--- src/rtl/slave_port_pkg.sv ---
// -----------------------------------------------------------------------------
// slave_port_pkg
// Shared serial-bus definitions used by the master and slave ports:
//   - SLAVE_ADDR_WIDTH : width of the slave-select field at the top of a bus address
//   - MODE_READ/WRITE  : values carried on the smode/mmode line
//   - ST_*             : slave port FSM state encoding
//   - sp_cnt_width()   : bit-counter width that covers both address and data phases
// -----------------------------------------------------------------------------
package slave_port_pkg;

  localparam int SLAVE_ADDR_WIDTH = 4;

  localparam logic MODE_READ  = 1'b0;
  localparam logic MODE_WRITE = 1'b1;

  typedef logic [2:0] sp_state_t;

  localparam sp_state_t ST_IDLE  = 3'd0;
  localparam sp_state_t ST_ADDR  = 3'd1;
  localparam sp_state_t ST_WDATA = 3'd2;
  localparam sp_state_t ST_WRITE = 3'd3;
  localparam sp_state_t ST_READ  = 3'd4;
  localparam sp_state_t ST_RDATA = 3'd5;

  // One spare bit so the counter never wraps inside a phase.
  function automatic int sp_cnt_width(input int a_w, input int d_w);
    return $clog2((a_w > d_w) ? a_w : d_w) + 1;
  endfunction

endpackage

--- src/rtl/slave_port.sv ---
// -----------------------------------------------------------------------------
// slave_port
// Responder end of the serial system bus. Deserialises an LSB-first address
// (and, for writes, data) stream, performs one parallel access on the attached
// memory, and for reads serialises the returned word back with svalid.
//
// Ports:
//   clk, rstn          clock, asynchronous active-low reset
//   swdata, smode      serial address/write data and mode (0 read, 1 write)
//   mvalid             swdata bit valid (already slave-decoded)
//   srdata, svalid     serial read data and its qualifier
//   sbusy              high whenever the FSM is not idle
//   smemaddr/smemwdata memory address and write data
//   smemwen            one-cycle write strobe
//   smemren            read request level, held until smemrvalid
//   smemrdata/valid    memory read return
//   o_dbg_state        current FSM state (ST_* encoding)
//
// Handshake: a bit is transferred on swdata in every cycle where mvalid=1 in
// the ADDR/WDATA phases (mvalid=0 there aborts); memory read data is taken in
// the first READ cycle with smemrvalid=1; read data leaves as DATA_WIDTH
// back-to-back svalid cycles with no backpressure.
// -----------------------------------------------------------------------------
module slave_port
  import slave_port_pkg::*;
#(
  parameter int ADDR_WIDTH = 12,
  parameter int DATA_WIDTH = 8
) (
  input  logic                  clk,
  input  logic                  rstn,
  input  logic                  swdata,
  input  logic                  smode,
  input  logic                  mvalid,
  output logic                  srdata,
  output logic                  svalid,
  output logic                  sbusy,
  output logic [ADDR_WIDTH-1:0] smemaddr,
  output logic [DATA_WIDTH-1:0] smemwdata,
  output logic                  smemwen,
  output logic                  smemren,
  input  logic [DATA_WIDTH-1:0] smemrdata,
  input  logic                  smemrvalid,
  output logic [2:0]            o_dbg_state
);

  localparam int CW = sp_cnt_width(ADDR_WIDTH, DATA_WIDTH);
  localparam logic [CW-1:0] ADDR_LAST = CW'(ADDR_WIDTH - 1);
  localparam logic [CW-1:0] DATA_LAST = CW'(DATA_WIDTH - 1);

  sp_state_t             r_state;
  logic [CW-1:0]         r_cnt;
  logic [ADDR_WIDTH-1:0] r_addr;
  logic [DATA_WIDTH-1:0] r_wdata;
  logic [DATA_WIDTH-1:0] r_rbuf;

  // Capture shifts in at the MSB and moves right, so after a full LSB-first
  // phase the first bit received sits in bit 0. The read buffer shifts right
  // so bit 0 is always the bit on the wire.
  always_ff @(posedge clk or negedge rstn) begin
    if (!rstn) begin
      r_state <= ST_IDLE;
      r_cnt   <= '0;
      r_addr  <= '0;
      r_wdata <= '0;
      r_rbuf  <= '0;
    end else begin
      case (r_state)
        ST_IDLE: begin
          if (mvalid) begin
            r_addr  <= {swdata, r_addr[ADDR_WIDTH-1:1]};
            r_cnt   <= CW'(1);
            r_state <= ST_ADDR;
          end
        end
        ST_ADDR: begin
          if (mvalid) begin
            r_addr <= {swdata, r_addr[ADDR_WIDTH-1:1]};
            if (r_cnt == ADDR_LAST) begin
              r_cnt   <= '0;
              r_state <= (smode == MODE_WRITE) ? ST_WDATA : ST_READ;
            end else begin
              r_cnt <= r_cnt + CW'(1);
            end
          end else begin
            r_cnt   <= '0;
            r_state <= ST_IDLE;
          end
        end
        ST_WDATA: begin
          if (mvalid) begin
            r_wdata <= {swdata, r_wdata[DATA_WIDTH-1:1]};
            if (r_cnt == DATA_LAST) begin
              r_cnt   <= '0;
              r_state <= ST_WRITE;
            end else begin
              r_cnt <= r_cnt + CW'(1);
            end
          end else begin
            r_cnt   <= '0;
            r_state <= ST_IDLE;
          end
        end
        ST_WRITE: begin
          r_state <= ST_IDLE;
        end
        ST_READ: begin
          if (smemrvalid) begin
            r_rbuf  <= smemrdata;
            r_cnt   <= '0;
            r_state <= ST_RDATA;
          end
        end
        ST_RDATA: begin
          r_rbuf <= {1'b0, r_rbuf[DATA_WIDTH-1:1]};
          if (r_cnt == DATA_LAST) begin
            r_cnt   <= '0;
            r_state <= ST_IDLE;
          end else begin
            r_cnt <= r_cnt + CW'(1);
          end
        end
        default: begin
          r_cnt   <= '0;
          r_state <= ST_IDLE;
        end
      endcase
    end
  end

  // All outputs decode flops only; no input reaches an output combinationally.
  assign svalid      = (r_state == ST_RDATA);
  assign srdata      = (r_state == ST_RDATA) & r_rbuf[0];
  assign smemwen     = (r_state == ST_WRITE);
  assign smemren     = (r_state == ST_READ);
  assign sbusy       = (r_state != ST_IDLE);
  assign smemaddr    = r_addr;
  assign smemwdata   = r_wdata;
  assign o_dbg_state = r_state;

endmodule

--- config.mk ---
export PLATFORM = sky130hd
export DESIGN_NAME = slave_port
export DESIGN_NICKNAME = d
export VERILOG_FILES = /design/src/rtl/slave_port_pkg.sv /design/src/rtl/slave_port.sv
export SDC_FILE = /design/constraint.sdc
export NUM_CORES = 1
export LEC_CHECK = 0
export ABC_CLOCK_PERIOD_IN_PS = 4970
export CAP_MARGIN = 25
export CORE_ASPECT_RATIO = 1.2
export CORE_MARGIN = 1.5
export CORE_UTILIZATION = 25
export DETAILED_ROUTE_END_ITERATION = 10
export PLACE_DENSITY_LB_ADDON = 0.3
export SLEW_MARGIN = 30
export SYNTH_ARGS = -nofsm -noshare
export SYNTH_HDL_FRONTEND = slang
export SYNTH_SLANG_ARGS = --single-unit
--- constraint.sdc ---
create_clock -name clk -period 4.97 [get_ports clk]
set_input_delay 0.994 -clock clk [delete_from_list [all_inputs] [get_ports clk]]
set_output_delay 0.994 -clock clk [all_outputs]
set_load 0.05 [all_outputs]
==> results.md, run 1 <==
* Status: finished, final reports clean
* Worst setup SP type: flop
* Via density at 4.80
* Slowest cell on crit path: clkdlybuf4s50_1
* Gate count after technology mapping at 153
* Cts bufs inserted at 5
* Main combinational cell family by area after synthesis: compound AO/OA/AOI/OAI gates
* GPL Wtd Cong at 0.794
* CTS Buffer Depth at 2
* Mux cell area share after synthesis at 0.147
* I/O Buffers at 41
* MaxCap Viol Count at 0
* Die Y at 94.6 µm
* Least-Margin Pin Slew at 0.657 ns
* Post-route cell area at 0.00235 mm²
* CTS tree: built
* Syn nets at 168
* Clk_skew at 0.00771 ns
* Max-slew headroom at the worst pin at 0.562
* Crit-path max FO at 13
* Pre-CTS WS at 1.93 ns
* H-tree Lvls at 2
* Vias in the first global route at 1336
* Fraction of synthesized cell area in xor and xnor cells at 0
* Setup TNS at 0 ns
* Asr flop ratio synth at 1.00
* Register area share after synthesis at 0.515
* Post-synth top flop: dfrtp_1
* CP Data Required Time at 3.98 ns
* Critical R2R Capture: o_dbg_state[0]
* Post-synth EDFFs at 0
* Clk sinks at 36
* WL/cell at 13.7 µm
* CTS root buf: clkbuf_8
* PnR worst setup slack at 1.61 ns
* Post-synth top area share at 0.515
* Final period util at 0.676
* CP Capture Type: primary output
* Yosys cell types at 43
* Initial Util at 0.257
* Worst Min Path Start: smemwdata[0]
* Clock-pin slew on the worst setup and hold paths at 0.07 ns
* Synth Area in Compound Gates at 0.161
* Non-filler cells, final at 283
* Drt pass-1 iters at 4
* Crit path DAT at 2.36 ns
* Final slew viol count at 0
* Leading area contributor after synthesis: dfrtp_1
* Final setup vio count at 0
* Post-CTS Setup Inserts at 0
* Leakage at 0.995 nW
* WS Path Type: reg2out
* Total die area at 0.00751 mm²
* Final Net Count at 210
* Hold Crit Endpoint: smemwdata[0]
* Initial antenna violation count at 0
* Share of cells above drive strength 1 at 0.102
* P per Cell Area at 594 mW/mm²
* Reg2reg setup slack at 2.89 ns
* Cell area after placement at 0.00223 mm²
* Placeable Area at 0.00681 mm²
* Fin. Hold Viols at 0
* Post-route DRC at 0
* DRT Wirelength at 3890 µm
* First-pass GRT wire length at 6400 µm
* Critical path cell sequence: and2b_4 -> nand2_2 -> inv_2 -> and2_1 -> clkdlybuf4s50_1
* #FFs+latches synth at 36
* Post-DP HPWL at 2780 µm
* Largest net degree at the start of global routing at 37
* Worst Hold Class: reg2reg
* IO Pins at 42
* Area Overhead vs Synth at 34.6%
* Chip width at 79.4 µm
* Synth top area cells: dfrtp_1 (52%), mux2_1 (12%), o22ai_1 (5.0%)
* Max IR drop VDD at 348 µV
* RSZ-0062 raised after global routing: false
* Gr ovfl total at 0
* Avg Inst Size Synth at 11.4 µm²
* Ant diodes at 0
* Via count at 1359
* Resized cells post-CTS at 0
* Total power at 0.00140 W
* Post-Syn Area at 0.00175 mm²
* Fillers at 709
* Post-Synth Adder-Cell Area at 0.00715
* Reg2reg path depth at 4
* Row cnt at 33
* DP Cell Count at 275
* Clock Latency Late Sink at 0.29 ns
* Fin crit period at 3.36 ns
* Fmax at 298 MHz
* Reg2Reg Launch Point: o_dbg_state[2]
* Delay of the slowest cell on the worst path at 0.79 ns
* Synth warn at 0
* Number of routed nets with antenna violations at 0
* Gr usage total at 0.111
* Hold path depth at 1
* Area share of and/or/nand/nor cells after synthesis at 0.139
* DRT iter0 DRCs at 55
* CTS Hold Bufs at 0
==> synthesized netlist by cell type, types with 2 or more instances <==
master,number
buf_2,4
dfrtp_1,36
nor2b_1,3
inv_1,2
nand2_1,9
mux2i_1,2
o21ai_0,2
nor2_1,8
nand2b_1,7
nand3_1,2
a21oi_1,11
o21ai_1,2
o22ai_1,14
a21o_1,3
mux2_2,2
mux2_1,19
==> per-layer routing <==
layer | track usage | part of all wire
met1 | 0.127 | 0.42
met2 | 0.192 | 0.52
met3 | 0.0271 | 0.038
met4 | 0.0570 | 0.019
met5 | 0 | 0
==> sequential cells by signal, summed over array words and instances, names as in the netlist <==
register	count
smemaddr	12
r_rbuf	8
smemwdata	8
r_cnt	5
o_dbg_state	3
==> power breakdown <==
part | switching (W) | internal [W] | leakage, nW | total (W)
Clock | 0.000113 | 0.000151 | 0.0548 | 0.000264
Combinational | 0.000404 | 0.000246 | 0.477 | 0.000650
Sequential | 0.0000963 | 0.000387 | 0.463 | 0.000483
Total | 0.000613 | 0.000785 | 0.995 | 0.00140
==> worst max-delay path, delay by kind of cell (launching register included) <==
family                 cells  cell delay (ns)
buffers and inverters      2             0.92
flip-flops                 1             0.54
AND/OR/NAND/NOR            3             0.61
==> kinds of logic after synthesis <==
kind of cell,Yosys count
AO/OA/AOI/OAI,42
adder cells (fa/ha/maj),1
buffers and inverters,10
flip-flops,36
multiplexers,23
AND/OR/NAND/NOR,41
==> final cells by class <==
| cell class | count | area, µm² | area share |
|---|---|---|---|
| Sequential cell | 36 | 901 | 0.383 |
| Multi-Input combinational cell | 107 | 801 | 0.340 |
| Timing Repair Buffer | 42 | 418 | 0.177 |
| Tap cell | 87 | 109 | 0.0462 |
| Clock buffer | 5 | 68.8 | 0.0292 |
| Clock inverter | 3 | 46.3 | 0.0197 |
| Inverter | 3 | 11.3 | 0.00478 |
==> placed cells by master (no fill, tap or decap), types with 3 or more instances in the layout <==
master / count
dfrtp_1: 36
nand2b_1: 7
mux2_1: 19
clkdlybuf4s50_1: 41
nor2_1: 8
a21o_1: 3
nor2b_1: 3
a21oi_1: 11
o22ai_1: 14
nand2_1: 9
clkbuf_8: 5
==> how the worst max path moves through the flow <==
| stage | startpoint | to |
|---|---|---|
| global route | o_dbg_state[1] | srdata |
| global placement | mvalid | o_dbg_state[0] |
| CTS | o_dbg_state[0] | srdata |
| finish | o_dbg_state[1] | srdata |
| detailed placement | mvalid | o_dbg_state[0] |
| floorplan | o_dbg_state[0] | srdata |
==> stage by stage <==
stage,util,hold WS (ns)
floorplan,-,0.464
global placement,0.328,0.476
detailed placement,0.328,0.482
CTS,0.345,0.501
global route,0.346,0.527
finish,0.346,0.492
Note: power is estimated with default switching activity, not from simulation.
==> run 2, diff against run 1 <==
- ABC_CLOCK_PERIOD_IN_PS: 4970 -> 2820
- clock period: 4.97 -> 2.82 ns (I/O delays scaled with it)
==> run 2 against run 1 <==
Compared with the run above:
- first-iteration DRC count shrank 13%
- total power is 78% higher
- register-to-register slack got worse by 1.8 ns
- hold slack worse by 0.0013 ns
- via count up 0.37%
- non-clock buffer count up 6
- global-route usage up 0.43 points
- worst setup slack lost 1.5 ns
- critical path type unchanged
- largest power group unchanged
==> results.md, run 2 (synthesis results as in run 1) <==
* Status: finished, final reports clean
* CTS root buf: clkbuf_8
* Chip width at 79.4 µm (unchanged)
* RSZ-0062 raised after global routing: false
* Number of routed nets with antenna violations at 0 (unchanged)
* Setup TNS at 0 ns (unchanged)
* Worst setup SP type: flop
* Gr usage total at 0.115 (+0.00428)
* CTS Buffer Depth at 2 (unchanged)
* CP Data Required Time at 2.26 ns (-1.72 ns)
* Largest net degree at the start of global routing at 37 (unchanged)
* IO Pins at 42 (unchanged)
* WS Path Type: reg2out
* Max reg flops at 12 (unchanged)
* Area Overhead vs Synth at 36.7%
* Leakage at 1.03 nW (+3.2%)
* CP Capture Type: primary output
* WL/cell at 13.8 µm (+0.32%)
* P per Cell Area at 1040 mW/mm² (+75%)
* DRT Wirelength at 3980 µm (+2.4%)
* Final Net Count at 216 (+2.9%)
* Post-route DRC at 0 (unchanged)
* Die Y at 94.6 µm (unchanged)
* Drt pass-1 iters at 4 (unchanged)
* Worst Min Path Start: smemwdata[0]
* Placeable Area at 0.00681 mm² (unchanged)
* Crit-path max FO at 15 (+2)
* Vias in the first global route at 1410 (+5.5%)
* Final setup vio count at 0 (unchanged)
* Final period util at 0.948
* Cell area after placement at 0.00228 mm² (+1.9%)
* Initial Util at 0.257 (unchanged)
* I/O Buffers at 41 (unchanged)
* Crit path DAT at 2.11 ns (-0.25 ns)
* Most frequent cells in the layout: clkdlybuf4s50_1 (40), dfrtp_1 (36), mux2_1 (19), o22ai_1 (14), a21oi_1 (11)
* DRT iter0 DRCs at 48 (-13%)
* Post-route cell area at 0.00239 mm² (+1.5%)
* Gr ovfl total at 0 (unchanged)
* Reg2Reg Launch Point: o_dbg_state[2]
* Via count at 1364 (+0.37%)
* CTS Hold Bufs at 0 (unchanged)
* GPL Wtd Cong at 0.785 (-1.1%)
* First-pass GRT wire length at 6640 µm (+3.9%)
* Max IR drop VDD at 717 µV (+110%)
* Share of cells above drive strength 1 at 0.134 (+0.0316)
* Row cnt at 33 (unchanged)
* Clk sinks at 36 (unchanged)
* Fin crit period at 2.67 ns
* CTS tree: built
* Total die area at 0.00751 mm² (unchanged)
* Least-Margin Pin Slew at 0.510 ns (-0.147 ns)
* Clk_skew at 0.00784 ns (+0.000128 ns)
* Initial antenna violation count at 0 (unchanged)
* MaxCap Viol Count at 0 (unchanged)
* Post-DP HPWL at 2830 µm (+1.8%)
* Worst Hold Class: reg2reg
* Clock-pin slew on the worst setup and hold paths at 0.08 ns (about the same)
* Worst Setup SP: o_dbg_state[2]
* Resized cells post-CTS at 0 (unchanged)
* Cts bufs inserted at 5 (unchanged)
* Fin. Hold Viols at 0 (unchanged)
* Leading cell type in the layout, fill and taps excluded: clkdlybuf4s50_1
* Clock Latency Late Sink at 0.29 ns (about the same)
* Via density at 4.72 (-1.7%)
* Fmax at 374 MHz
* H-tree Lvls at 2 (unchanged)
* Ant diodes at 0 (unchanged)
* Final slew viol count at 0 (unchanged)
* Max-slew headroom at the worst pin at 0.659 (+0.0974)
* Post-CTS Setup Inserts at 0 (unchanged)
## run 2: changes by cell type in the layout (fill, tap and decap cells not counted), sizes merged
| cell | delta |
|---|---|
| buf | +7 |
| clkdlybuf4s50 | -1 |
## run 2: worst paths after layout
kind                       cells past startpoint           end  slack, ns
max                                            3        svalid       0.15
min reg2reg                                    1  smemwdata[0]       0.49
max in group asynchronous                      2     r_rbuf[7]       1.79
max reg2reg                                    5      r_cnt[4]       1.05
min in group asynchronous                      2   smemaddr[4]       0.69
min                                            1  smemwdata[0]       0.49
## run 2: per-stage QoR
stage | hold WS, ns | utilization | instances | worst slack (ns) | total power, W
2_1_floorplan | 0.268 | - | 153 | 0.497 | 0.00163
3_3_place_gp | 0.472 | 0.334 | 281 | 0.498 | 0.00203
3_5_place_dp | 0.478 | 0.334 | 281 | 0.454 | 0.00204
4_1_cts | 0.497 | 0.351 | 289 | 0.118 | 0.00253
5_1_grt | 0.527 | 0.351 | 289 | 0.00877 | 0.00264
6_report | 0.491 | 0.351 | 289 | 0.146 | 0.00249
## run 2: per-layer routing
layer	vias to the layer above	global-route usage	wire length, µm
met3	7	0.0290	150
met5	-	0	0
met1	674	0.135	1730
met4	0	0.0526	87
met2	27	0.198	2020
li1	656	-	-
## run 2: cell type report
type	count	area [µm²]
inverters	3	11.3
repair buffers	48	460
fillers	703	4420
well taps	87	109
multi-input cells	107	795
flip-flops and latches	36	901
clock inverters	3	46.3
clock buffers	5	68.8
## run 2: worst max-delay path, cell delays in order, from the launching register on
cell	delay, ns
dfrtp_1	0.64
nand2_2	0.22
inv_2	0.14
clkdlybuf4s50_1	0.82
## run 2: power breakdown
part / internal, W / switching [W] / total, W
clock network: 0.000267 / 0.000210 / 0.000476
logic: 0.000453 / 0.000747 / 0.00120
registers: 0.000682 / 0.000132 / 0.000814
